===== src/rtl/gpio_irq_svc.sv =====
// gpio_irq_svc: AXI-Lite master that initialises a GPIO block and services its level interrupt.
// Define GPIO_IRQ_SVC_TIMEOUT_EN to build in the per-transaction handshake watchdog.
module gpio_irq_svc #(
    parameter int          AXI_ADDR_WIDTH = 12,
    parameter int          AXI_DATA_WIDTH = 32,
    parameter logic [31:0] DIR_INIT       = 32'h0,
    parameter logic [31:0] EDGE_EN_INIT   = 32'h0,
    parameter logic [31:0] EDGE_POL_INIT  = 32'h0,
    parameter logic [31:0] MASK_INIT      = 32'h0,
    parameter int          TIMEOUT_CYCLES = 256
) (
    input  logic                          aclk,
    input  logic                          areset,
    input  logic                          init_start,
    output logic                          init_done,
    input  logic                          irq,
    output logic                          evt_valid,
    input  logic                          evt_ready,
    output logic [31:0]                   evt_status,
    output logic                          err,
    output logic [AXI_ADDR_WIDTH-1:0]     m_awaddr,
    output logic                          m_awvalid,
    input  logic                          m_awready,
    output logic [AXI_DATA_WIDTH-1:0]     m_wdata,
    output logic [AXI_DATA_WIDTH/8-1:0]   m_wstrb,
    output logic                          m_wvalid,
    input  logic                          m_wready,
    input  logic [1:0]                    m_bresp,
    input  logic                          m_bvalid,
    output logic                          m_bready,
    output logic [AXI_ADDR_WIDTH-1:0]     m_araddr,
    output logic                          m_arvalid,
    input  logic                          m_arready,
    input  logic [AXI_DATA_WIDTH-1:0]     m_rdata,
    input  logic [1:0]                    m_rresp,
    input  logic                          m_rvalid,
    output logic                          m_rready
);

    localparam logic [2:0] S_IDLE    = 3'd0;
    localparam logic [2:0] S_INIT_WR = 3'd1;
    localparam logic [2:0] S_RUN     = 3'd2;
    localparam logic [2:0] S_HOLD    = 3'd3;
    localparam logic [2:0] S_RD_STAT = 3'd4;
    localparam logic [2:0] S_CLR     = 3'd5;
    localparam logic [2:0] S_EVT     = 3'd6;
    localparam logic [2:0] S_ABORT   = 3'd7;

    localparam int SW = AXI_DATA_WIDTH / 8;

    localparam logic [AXI_ADDR_WIDTH-1:0] A_DIR      = AXI_ADDR_WIDTH'(12'h000);
    localparam logic [AXI_ADDR_WIDTH-1:0] A_MASK     = AXI_ADDR_WIDTH'(12'h014);
    localparam logic [AXI_ADDR_WIDTH-1:0] A_STATUS   = AXI_ADDR_WIDTH'(12'h018);
    localparam logic [AXI_ADDR_WIDTH-1:0] A_CLEAR    = AXI_ADDR_WIDTH'(12'h01C);
    localparam logic [AXI_ADDR_WIDTH-1:0] A_EDGE_EN  = AXI_ADDR_WIDTH'(12'h020);
    localparam logic [AXI_ADDR_WIDTH-1:0] A_EDGE_POL = AXI_ADDR_WIDTH'(12'h024);

    function automatic logic [AXI_ADDR_WIDTH-1:0] init_addr(input logic [1:0] k);
        case (k)
            2'd0:    init_addr = A_DIR;
            2'd1:    init_addr = A_EDGE_EN;
            2'd2:    init_addr = A_EDGE_POL;
            2'd3:    init_addr = A_MASK;
            default: init_addr = A_DIR;
        endcase
    endfunction

    function automatic logic [AXI_DATA_WIDTH-1:0] init_data(input logic [1:0] k);
        case (k)
            2'd0:    init_data = AXI_DATA_WIDTH'(DIR_INIT);
            2'd1:    init_data = AXI_DATA_WIDTH'(EDGE_EN_INIT);
            2'd2:    init_data = AXI_DATA_WIDTH'(EDGE_POL_INIT);
            2'd3:    init_data = AXI_DATA_WIDTH'(MASK_INIT);
            default: init_data = AXI_DATA_WIDTH'(DIR_INIT);
        endcase
    endfunction

    logic [2:0]                r_state;
    logic [1:0]                r_k;
    logic                      r_hold;
    logic [31:0]               r_status;
    logic                      r_init_done;
    logic                      r_err;
    logic                      r_evt_valid;
    logic [31:0]               r_evt_status;
    logic [AXI_ADDR_WIDTH-1:0] r_awaddr;
    logic                      r_awvalid;
    logic [AXI_DATA_WIDTH-1:0] r_wdata;
    logic [SW-1:0]             r_wstrb;
    logic                      r_wvalid;
    logic                      r_bready;
    logic [AXI_ADDR_WIDTH-1:0] r_araddr;
    logic                      r_arvalid;
    logic                      r_rready;

    logic w_wr_done;
    logic w_rd_done;
    logic w_timeout;

    assign w_wr_done = r_bready && m_bvalid;
    assign w_rd_done = r_rready && m_rvalid;

`ifdef GPIO_IRQ_SVC_TIMEOUT_EN
    localparam int TW = $clog2(TIMEOUT_CYCLES + 1);

    logic          w_busy;
    logic [TW-1:0] r_to_cnt;

    assign w_busy    = (r_state == S_INIT_WR) || (r_state == S_RD_STAT) || (r_state == S_CLR);
    assign w_timeout = w_busy && !w_wr_done && !w_rd_done && (r_to_cnt == TW'(TIMEOUT_CYCLES - 1));

    // Cycles the current AXI transaction has been outstanding; restarts at every issue.
    always_ff @(posedge aclk or posedge areset) begin
        if (areset) begin
            r_to_cnt <= {TW{1'b0}};
        end else if (!w_busy || w_wr_done || w_rd_done) begin
            r_to_cnt <= {TW{1'b0}};
        end else begin
            r_to_cnt <= r_to_cnt + TW'(1);
        end
    end
`else
    assign w_timeout = 1'b0;
`endif

    // Sequencer FSM and all AXI/event output registers.
    always_ff @(posedge aclk or posedge areset) begin
        if (areset) begin
            r_state      <= S_IDLE;
            r_k          <= 2'd0;
            r_hold       <= 1'b0;
            r_status     <= 32'h0;
            r_init_done  <= 1'b0;
            r_err        <= 1'b0;
            r_evt_valid  <= 1'b0;
            r_evt_status <= 32'h0;
            r_awaddr     <= {AXI_ADDR_WIDTH{1'b0}};
            r_awvalid    <= 1'b0;
            r_wdata      <= {AXI_DATA_WIDTH{1'b0}};
            r_wstrb      <= {SW{1'b0}};
            r_wvalid     <= 1'b0;
            r_bready     <= 1'b0;
            r_araddr     <= {AXI_ADDR_WIDTH{1'b0}};
            r_arvalid    <= 1'b0;
            r_rready     <= 1'b0;
        end else if (w_timeout) begin
            r_awvalid   <= 1'b0;
            r_wvalid    <= 1'b0;
            r_bready    <= 1'b0;
            r_arvalid   <= 1'b0;
            r_rready    <= 1'b0;
            r_evt_valid <= 1'b0;
            r_err       <= 1'b1;
            r_init_done <= 1'b0;
            r_state     <= S_ABORT;
        end else begin
            // Channel bookkeeping shared by every transaction; the state case may re-issue after it.
            if (r_awvalid && m_awready) r_awvalid <= 1'b0;
            if (r_wvalid && m_wready)   r_wvalid  <= 1'b0;
            if (r_arvalid && m_arready) r_arvalid <= 1'b0;
            if (w_wr_done) begin
                r_bready <= 1'b0;
                if (m_bresp != 2'b00) r_err <= 1'b1;
            end
            if (w_rd_done) begin
                r_rready <= 1'b0;
                if (m_rresp != 2'b00) r_err <= 1'b1;
            end

            case (r_state)
                S_IDLE: begin
                    if (init_start) begin
                        r_k       <= 2'd0;
                        r_awaddr  <= init_addr(2'd0);
                        r_wdata   <= init_data(2'd0);
                        r_wstrb   <= {SW{1'b1}};
                        r_awvalid <= 1'b1;
                        r_wvalid  <= 1'b1;
                        r_bready  <= 1'b1;
                        r_state   <= S_INIT_WR;
                    end
                end
                S_INIT_WR: begin
                    if (w_wr_done) begin
                        if (r_k == 2'd3) begin
                            r_init_done <= 1'b1;
                            r_hold      <= 1'b0;
                            r_state     <= S_HOLD;
                        end else begin
                            r_k       <= r_k + 2'd1;
                            r_awaddr  <= init_addr(r_k + 2'd1);
                            r_wdata   <= init_data(r_k + 2'd1);
                            r_wstrb   <= {SW{1'b1}};
                            r_awvalid <= 1'b1;
                            r_wvalid  <= 1'b1;
                            r_bready  <= 1'b1;
                        end
                    end
                end
                S_HOLD: begin
                    // Two-cycle blind window while the GPIO's cleared status propagates to irq.
                    if (r_hold) begin
                        r_hold  <= 1'b0;
                        r_state <= S_RUN;
                    end else begin
                        r_hold <= 1'b1;
                    end
                end
                S_RUN: begin
                    if (irq) begin
                        r_araddr  <= A_STATUS;
                        r_arvalid <= 1'b1;
                        r_rready  <= 1'b1;
                        r_state   <= S_RD_STAT;
                    end
                end
                S_RD_STAT: begin
                    if (w_rd_done) begin
                        r_status <= 32'(m_rdata);
                        if (m_rdata == {AXI_DATA_WIDTH{1'b0}}) begin
                            r_hold  <= 1'b0;
                            r_state <= S_HOLD;
                        end else begin
                            r_awaddr  <= A_CLEAR;
                            r_wdata   <= m_rdata;
                            r_wstrb   <= {SW{1'b1}};
                            r_awvalid <= 1'b1;
                            r_wvalid  <= 1'b1;
                            r_bready  <= 1'b1;
                            r_state   <= S_CLR;
                        end
                    end
                end
                S_CLR: begin
                    if (w_wr_done) begin
                        r_evt_valid  <= 1'b1;
                        r_evt_status <= r_status;
                        r_state      <= S_EVT;
                    end
                end
                S_EVT: begin
                    if (evt_ready) begin
                        r_evt_valid <= 1'b0;
                        r_hold      <= 1'b0;
                        r_state     <= S_HOLD;
                    end
                end
                S_ABORT: begin
                    r_state <= S_IDLE;
                end
                default: begin
                    r_state <= S_IDLE;
                end
            endcase
        end
    end

    assign init_done  = r_init_done;
    assign err        = r_err;
    assign evt_valid  = r_evt_valid;
    assign evt_status = r_evt_status;
    assign m_awaddr   = r_awaddr;
    assign m_awvalid  = r_awvalid;
    assign m_wdata    = r_wdata;
    assign m_wstrb    = r_wstrb;
    assign m_wvalid   = r_wvalid;
    assign m_bready   = r_bready;
    assign m_araddr   = r_araddr;
    assign m_arvalid  = r_arvalid;
    assign m_rready   = r_rready;

endmodule


===== config.mk =====
export PLATFORM = sky130hd
export DESIGN_NAME = gpio_irq_svc
export DESIGN_NICKNAME = d
export VERILOG_FILES = /design/src/rtl/gpio_irq_svc.sv
export SDC_FILE = /design/constraint.sdc
export NUM_CORES = 1
export LEC_CHECK = 0
export BUFFER_PORTS_ARGS = -buffer_cell sky130_fd_sc_hd__buf_2
export CORE_ASPECT_RATIO = 1.2
export CORE_MARGIN = 2
export CORE_UTILIZATION = 46
export CTS_CLUSTER_SIZE = 28
export DETAILED_ROUTE_END_ITERATION = 10
export GPL_TIMING_DRIVEN = 0
export PLACE_DENSITY = 0.79
export SYNTH_ARGS = -nofsm -noshare
export SYNTH_HDL_FRONTEND = slang
export SYNTH_SLANG_ARGS = --single-unit

===== constraint.sdc =====
create_clock -name aclk -period 3.4 [get_ports aclk]
set_input_delay 0.34 -clock aclk [delete_from_list [all_inputs] [get_ports aclk]]
set_output_delay 0.34 -clock aclk [all_outputs]
set_load 0.02 [all_outputs]

==> results.cfg, run 1 <==
[global_route]
antenna_found_initial = 0
grtUsageTotal = 0.2002
grt_first_pass_wirelength_um = 17400
overflow = 0
grt_max_degree = 46
grt_pass1_vias = 3414

[power_and_ir_drop]
vdd_drop_max_uv = 510.9
power_density_nw_per_um2 = 863.7
p_leak_nw = 3.279

[logic_synthesis]
netlist-cell-type-count = 43
synth_cells = 345
post-synth-top-area-cell = dfrtp_1
synth_area_um2 = 4733
yosysWarnings = 0
synthTopCellsByArea = dfrtp_1 (61%), mux2_2 (15%), a22o_1 (5.7%)
ys_ff_latch = 116
synth_top_area_share = 0.6133
synth_top_family_by_area = multiplexers
synth_ff_type = dfrtp_1
synthAdderAreaFrac = 0.005287
synth-compound-area-share = 0.09781
synth_simple_gate_area_frac = 0.05551
synthArstFlopShare = 1.000
avgSynthCellArea_um2 = 13.72
ys_seq_area_frac = 0.6133
synth_xor_area_frac = 0.003701
synth_edf_count = 0
muxShareOfSynthArea = 0.1612

[critical_path]
crit_type = reg2reg
worstRegToRegCells = 5
max_stage_delay_ns = 0.42
path_common_cell = nand2b_1
startpoint_type = register
cp-end-kind = register
regToRegSetupSlack_ns = 1.33
crit_fanout = 10
crit_chain = nand2b_1 -> nand2b_1 -> nor2_2 -> buf_2 -> mux2_2
cp_slowest_cell = dfrtp_1
critPathRequiredTime_ns = 3.69
cp.arrival_ns = 2.36

[finish]
area_growth_pct = 31.30
fin_util = 0.6209
stdcell_count = 649
n_antenna_cell = 0
fin_nets = 558
final_common_cell = buf_2
fin_area_um2 = 6215
mostFrequentLayoutCells = buf_2 (138), dfrtp_1 (116), mux2_2 (63)
drive_above_1_share = 0.4952
fillerInstances = 789

[cts]
htree_levels = 4
post-cts-setup-buffer-count = 0
root_buffer = clkbuf_16
clkLatencyLatePin_ns = 0.41
cts_tree = built
numCtsBuffers = 17
cts.clk_slew.worst_paths_ns = 0.05
cts_buffer_depth = 2
postCtsHoldBufs = 0
post_cts_resized = 0
numClockSinks = 116

[die]
start_util = 0.4729
die_area_um2 = 11120
core-area_um2 = 10010
num_rows = 40
io_pins = 146
die_width_um = 96.60
dieHeight_um = 115.1

[detailed_routing]
wl_per_cell_um = 16.55
vias_per_cell = 5.148
route.detailed.drc = 0
first_iter_violations = 129
drt_first_pass_iters = 4
antenna_left = 0
vias = 3341
finalWirelength_um = 10740

[placed_design]
portBuffers = 127
placed_cell_area_um2 = 5634
place_congestion = 0.7911
dp_hpwl_um = 7876
placed_cells = 617

[sta]
hold_viol = 0
fin_crit_ns = 2.075
rsz0062_at_grt = no
max_slew.worst_pin.slew_ns = 0.7256
slew_headroom = 0.5153
fmax_mhz = 482.0
timing.final.crit_share = 0.6102
setup_tns_ns = 0
maxSlewViolCount = 0
setup_viol = 0
finClkSkew_ns = 0.007638

[outcome]
status = finished clean

[worst_hold_path]
hp-class = in2async

[job]
drv_cap = 0
[cell type report]
cell class                 count  area (um^2)  share of cell area
buffer                        38        254.0             0.04087
clock buffer                  23        478.0             0.07691
clock inverter                 9        102.6             0.01651
inverter                      11        45.04            0.007248
multi-input combinational    197         1599              0.2573
sequential                   116         2903              0.4671
tap                          126        157.7             0.02537
timing repair buffer         129        675.6              0.1087
[stage by stage]
step                      setup slack (ns)  total power [mW]  hold WS [ns]
after floorplan                      1.647             3.145        0.4364
after global placement              0.9727             3.588        0.4593
after detailed placement             1.067             3.672        0.4634
after CTS                            1.295             5.416       0.05978
after global routing                 1.139             5.653        0.1171
final                                1.325             5.368       0.05569
[metal layers]
metal,wire (um),up-vias,share of wire,global-route usage
met4,105,0,0.0098,0.07324
li1,-,1542,-,-
met3,744,14,0.069,0.07173
met2,5337,121,0.50,0.3296
met5,0,-,0,0
met1,4552,1664,0.42,0.2462
[logic make-up (layout without fill, tap and decap cells)]
| kind of cell | after synthesis | count (layout) |
|---|---|---|
| flops | 116 | 116 |
| mux | 68 | 68 |
| compound gates | 59 | 59 |
| buf+inv | 49 | 210 |
| simple gates | 48 | 48 |
| fa+ha+maj | 2 | 2 |
| xor+xnor | 2 | 2 |
| other cells | 1 | 18 |
[critical path, delay by kind of cell, from the launching register on]
family        cells  cell delay [ns]
mux               1             0.38
flops             1             0.42
buf+inv           1             0.35
simple gates      3             0.80
[worst paths after layout]
kind,to,startpoint
setup / recovery,r_status[14]$_DFFE_PP0P_,r_state[0]$_DFFE_PP0P_
hold / removal,m_wdata[4]$_DFFE_PP0P_,areset
setup reg to reg,r_status[14]$_DFFE_PP0P_,r_state[0]$_DFFE_PP0P_
hold reg to reg,evt_status[1]$_DFFE_PP0P_,evt_status[1]$_DFFE_PP0P_
max in group asynchronous,r_status[26]$_DFFE_PP0P_,areset
min in group aclk,m_arvalid$_DFF_PP0_,m_arready
[report_power, final]
group	internal (mW)	switching [mW]	leakage, nW
combinational	0.703	0.921	1.47
sequential	1.80	0.220	1.53
clock	1.13	0.596	0.279
total	3.63	1.74	3.28
[cell usage after synthesis (all sizes together), types with 2 or more instances]
cell type,number
nand2b,5
o21ai,8
mux2i,2
buf,35
inv,11
clkbuf,3
nand4,2
nor2,15
a22o,31
nor4,8
nand3,2
a21oi,4
a311oi,2
xnor2,2
mux2,66
nor3,2
nand2,7
dfrtp,116
a21o,3
o21bai,2
ha,2
[flip-flops by register name (all words and copies together), names as in the netlist]
name        cells
r_state         3
evt_valid       1
m_araddr        1
m_arvalid       1
init_done       1
m_wstrb         1
m_wvalid        1
m_wdata        32
evt_status     32
m_awvalid       1
r_k             2
err             1
m_rready        1
m_awaddr        4
r_hold          1
r_status       32
m_bready        1
Power figures use the tool's default switching activity.
==> run 2, diff against run 1 <==
==> constraint.sdc (replaced) <==
create_clock -name aclk -period 1.7 [get_ports aclk]
set_input_delay 0.17 -clock aclk [delete_from_list [all_inputs] [get_ports aclk]]
set_output_delay 0.17 -clock aclk [all_outputs]
set_load 0.02 [all_outputs]
==> run 2 against run 1 <==
Net effect:
- count of clock-buffer cells in the layout decreased by 3
- the flow now finishes with violations (negative setup slack)
- total power is 130% higher
- core utilization increased by 6.1 points
- cell count rose by 4.3%
- critical path depth grew 2
- sequential share of layout area decreased by 4.2 points
- sequential power grew 100%
- worst setup slack worse by 1.5 ns
- clock power grew 140%
- worst hold slack worse by 0.036 ns
- highest routed layer unchanged
==> results.cfg, run 2 (synthesized netlist as in run 1, its figures left out) <==
[finish]
fillerInstances = 718
fin_nets = 586
fin_area_um2 = 6828
n_antenna_cell = 0
fin_util = 0.6821
drive_above_1_share = 0.5463
area_growth_pct = 44.25
mostFrequentLayoutCells = buf_2 (129), dfrtp_1 (114), mux2_2 (53)
final_common_cell = buf_2
stdcell_count = 677

[sta]
setup_viol = 29
fin_crit_ns = 1.828
timing.final.crit_share = 1.075
worst_slack_ns = -0.1280
finClkSkew_ns = 0.006914
rsz0062_at_grt = yes
hold_ws_ns = 0.02011
setup_tns_ns = -1.721
maxSlewViolCount = 0
hold_viol = 0
fmax_mhz = 547.0

[power_and_ir_drop]
vdd_drop_max_uv = 930.8
internal_power_mw = 8.395
clkPwrFrac = 0.336
power_density_nw_per_um2 = 1795
p_leak_nw = 3.555
power_switching_mw = 3.860
power_switching_share = 0.3150
comb_power_share = 0.329
seq_power_share = 0.335
design_power_total_mw = 12.25

[placed_design]
portBuffers = 127
place_congestion = 0.8057
placed_cell_area_um2 = 5654
dp_slack_ns = -0.4094
placed_cells = 618
dp_hpwl_um = 7996

[outcome]
status = finished, violations left
violations = negative setup slack

[die]
num_rows = 40
die_width_um = 96.60
core-area_um2 = 10010
io_pins = 146
start_util = 0.4729
die_area_um2 = 11120
dieHeight_um = 115.1

[cts]
clkLatencyLatePin_ns = 0.42
cts_tree = built
cts_buffer_depth = 2
cts.clk_slew.worst_paths_ns = 0.05
numClockSinks = 116
htree_levels = 4
numCtsBuffers = 17
root_buffer = clkbuf_16

[global_route]
grt_first_pass_wirelength_um = 18890
overflow = 0
grt_pass1_vias = 3626
grtUsageTotal = 0.2219
grt_max_degree = 42
antenna_found_initial = 0

[critical_path]
max_stage_delay_ns = 0.40
path_common_cell = buf_6
cp.arrival_ns = 2.13
crit_type = reg2reg
worstRegToRegCells = 7
r2r-start = r_k[1]$_DFFE_PP0P_
crit_chain = ha_2 -> nand4b_1 -> o32a_1 -> a21o_4 -> buf_6 -> buf_6 -> a22o_1
startpoint_type = register
crit_buf_inv = 2
cp-endpoint = m_wdata[1]$_DFFE_PP0P_
cp-end-kind = register
crit_family = compound AO/OA/AOI/OAI gates
regToRegSetupSlack_ns = -0.13
critPathRequiredTime_ns = 2.00
critPathLaunch = r_k[1]$_DFFE_PP0P_
reg2reg_to = m_wdata[1]$_DFFE_PP0P_
cp_slowest_cell = dfrtp_1
crit_fanout = 7
cp.depth = 7

[detailed_routing]
vias = 3529
antenna_left = 0
route.detailed.drc = 0
drt_first_pass_iters = 4
vias_per_cell = 5.213
first_iter_violations = 100
wl_per_cell_um = 17.85
finalWirelength_um = 12080

[job]
drv_cap = 0

[worst_hold_path]
hp-class = in2reg
run 2: how the worst min path moves through the flow:
| stage | from | to | slack [ns] | cells after the start |
|---|---|---|---|---|
| 2_1_floorplan | m_arready | m_arvalid$_DFF_PP0_ | 0.27 | 1 |
| 3_3_place_gp | m_arready | m_arvalid$_DFF_PP0_ | 0.36 | 2 |
| 3_5_place_dp | areset | evt_status[3]$_DFFE_PP0P_ | 0.21 | 2 |
| 4_1_cts | m_rdata[19] | m_wdata[19]$_DFFE_PP0P_ | 0.006 | 2 |
| 5_1_grt | m_rdata[23] | m_wdata[23]$_DFFE_PP0P_ | 0.01 | 2 |
| 6_report | m_rdata[1] | m_wdata[1]$_DFFE_PP0P_ | 0.02 | 2 |
run 2: repair_timing:
item | 4_1_cts | 5_1_grt
cloned | 2 | 0
pin swaps | 6 | 5
buffers inserted | 12 | 7
resized for setup | 38 | 28
hold buffers | 6 | 0
endpoints found under the setup margin | 109 | 110
hold endpoints to repair | 22 | 0
run 2: metal layers:
layer	track usage	vias to the layer above	wire [um]	share of wire
li1	-	1596	-	-
met1	0.2709	1786	5061	0.42
met2	0.3718	122	6140	0.51
met3	0.06991	25	672	0.056
met4	0.08826	0	210	0.017
met5	0	-	0	0
run 2: layout make-up:
type                    instances  area, um^2  share of cell area
clock inverters                12       225.2             0.03299
clock buffers                  20       466.7             0.06835
well taps                     126       157.7             0.02309
repair buffers                157       955.9              0.1400
multi-input cells             197        1722              0.2522
plain buffers                  38       346.6             0.05076
inverters                      11       48.80            0.007147
flip-flops and latches        116        2905              0.4255
run 2: power groups by stage:
stage	sequential, mW	clock, mW	combinational (mW)
finish	4.11	4.12	4.03
floorplan	4.53	0	1.76
global route	4.20	4.32	4.31
detailed placement	4.09	0	3.27
CTS	4.07	4.18	3.72
global placement	4.03	0	3.16
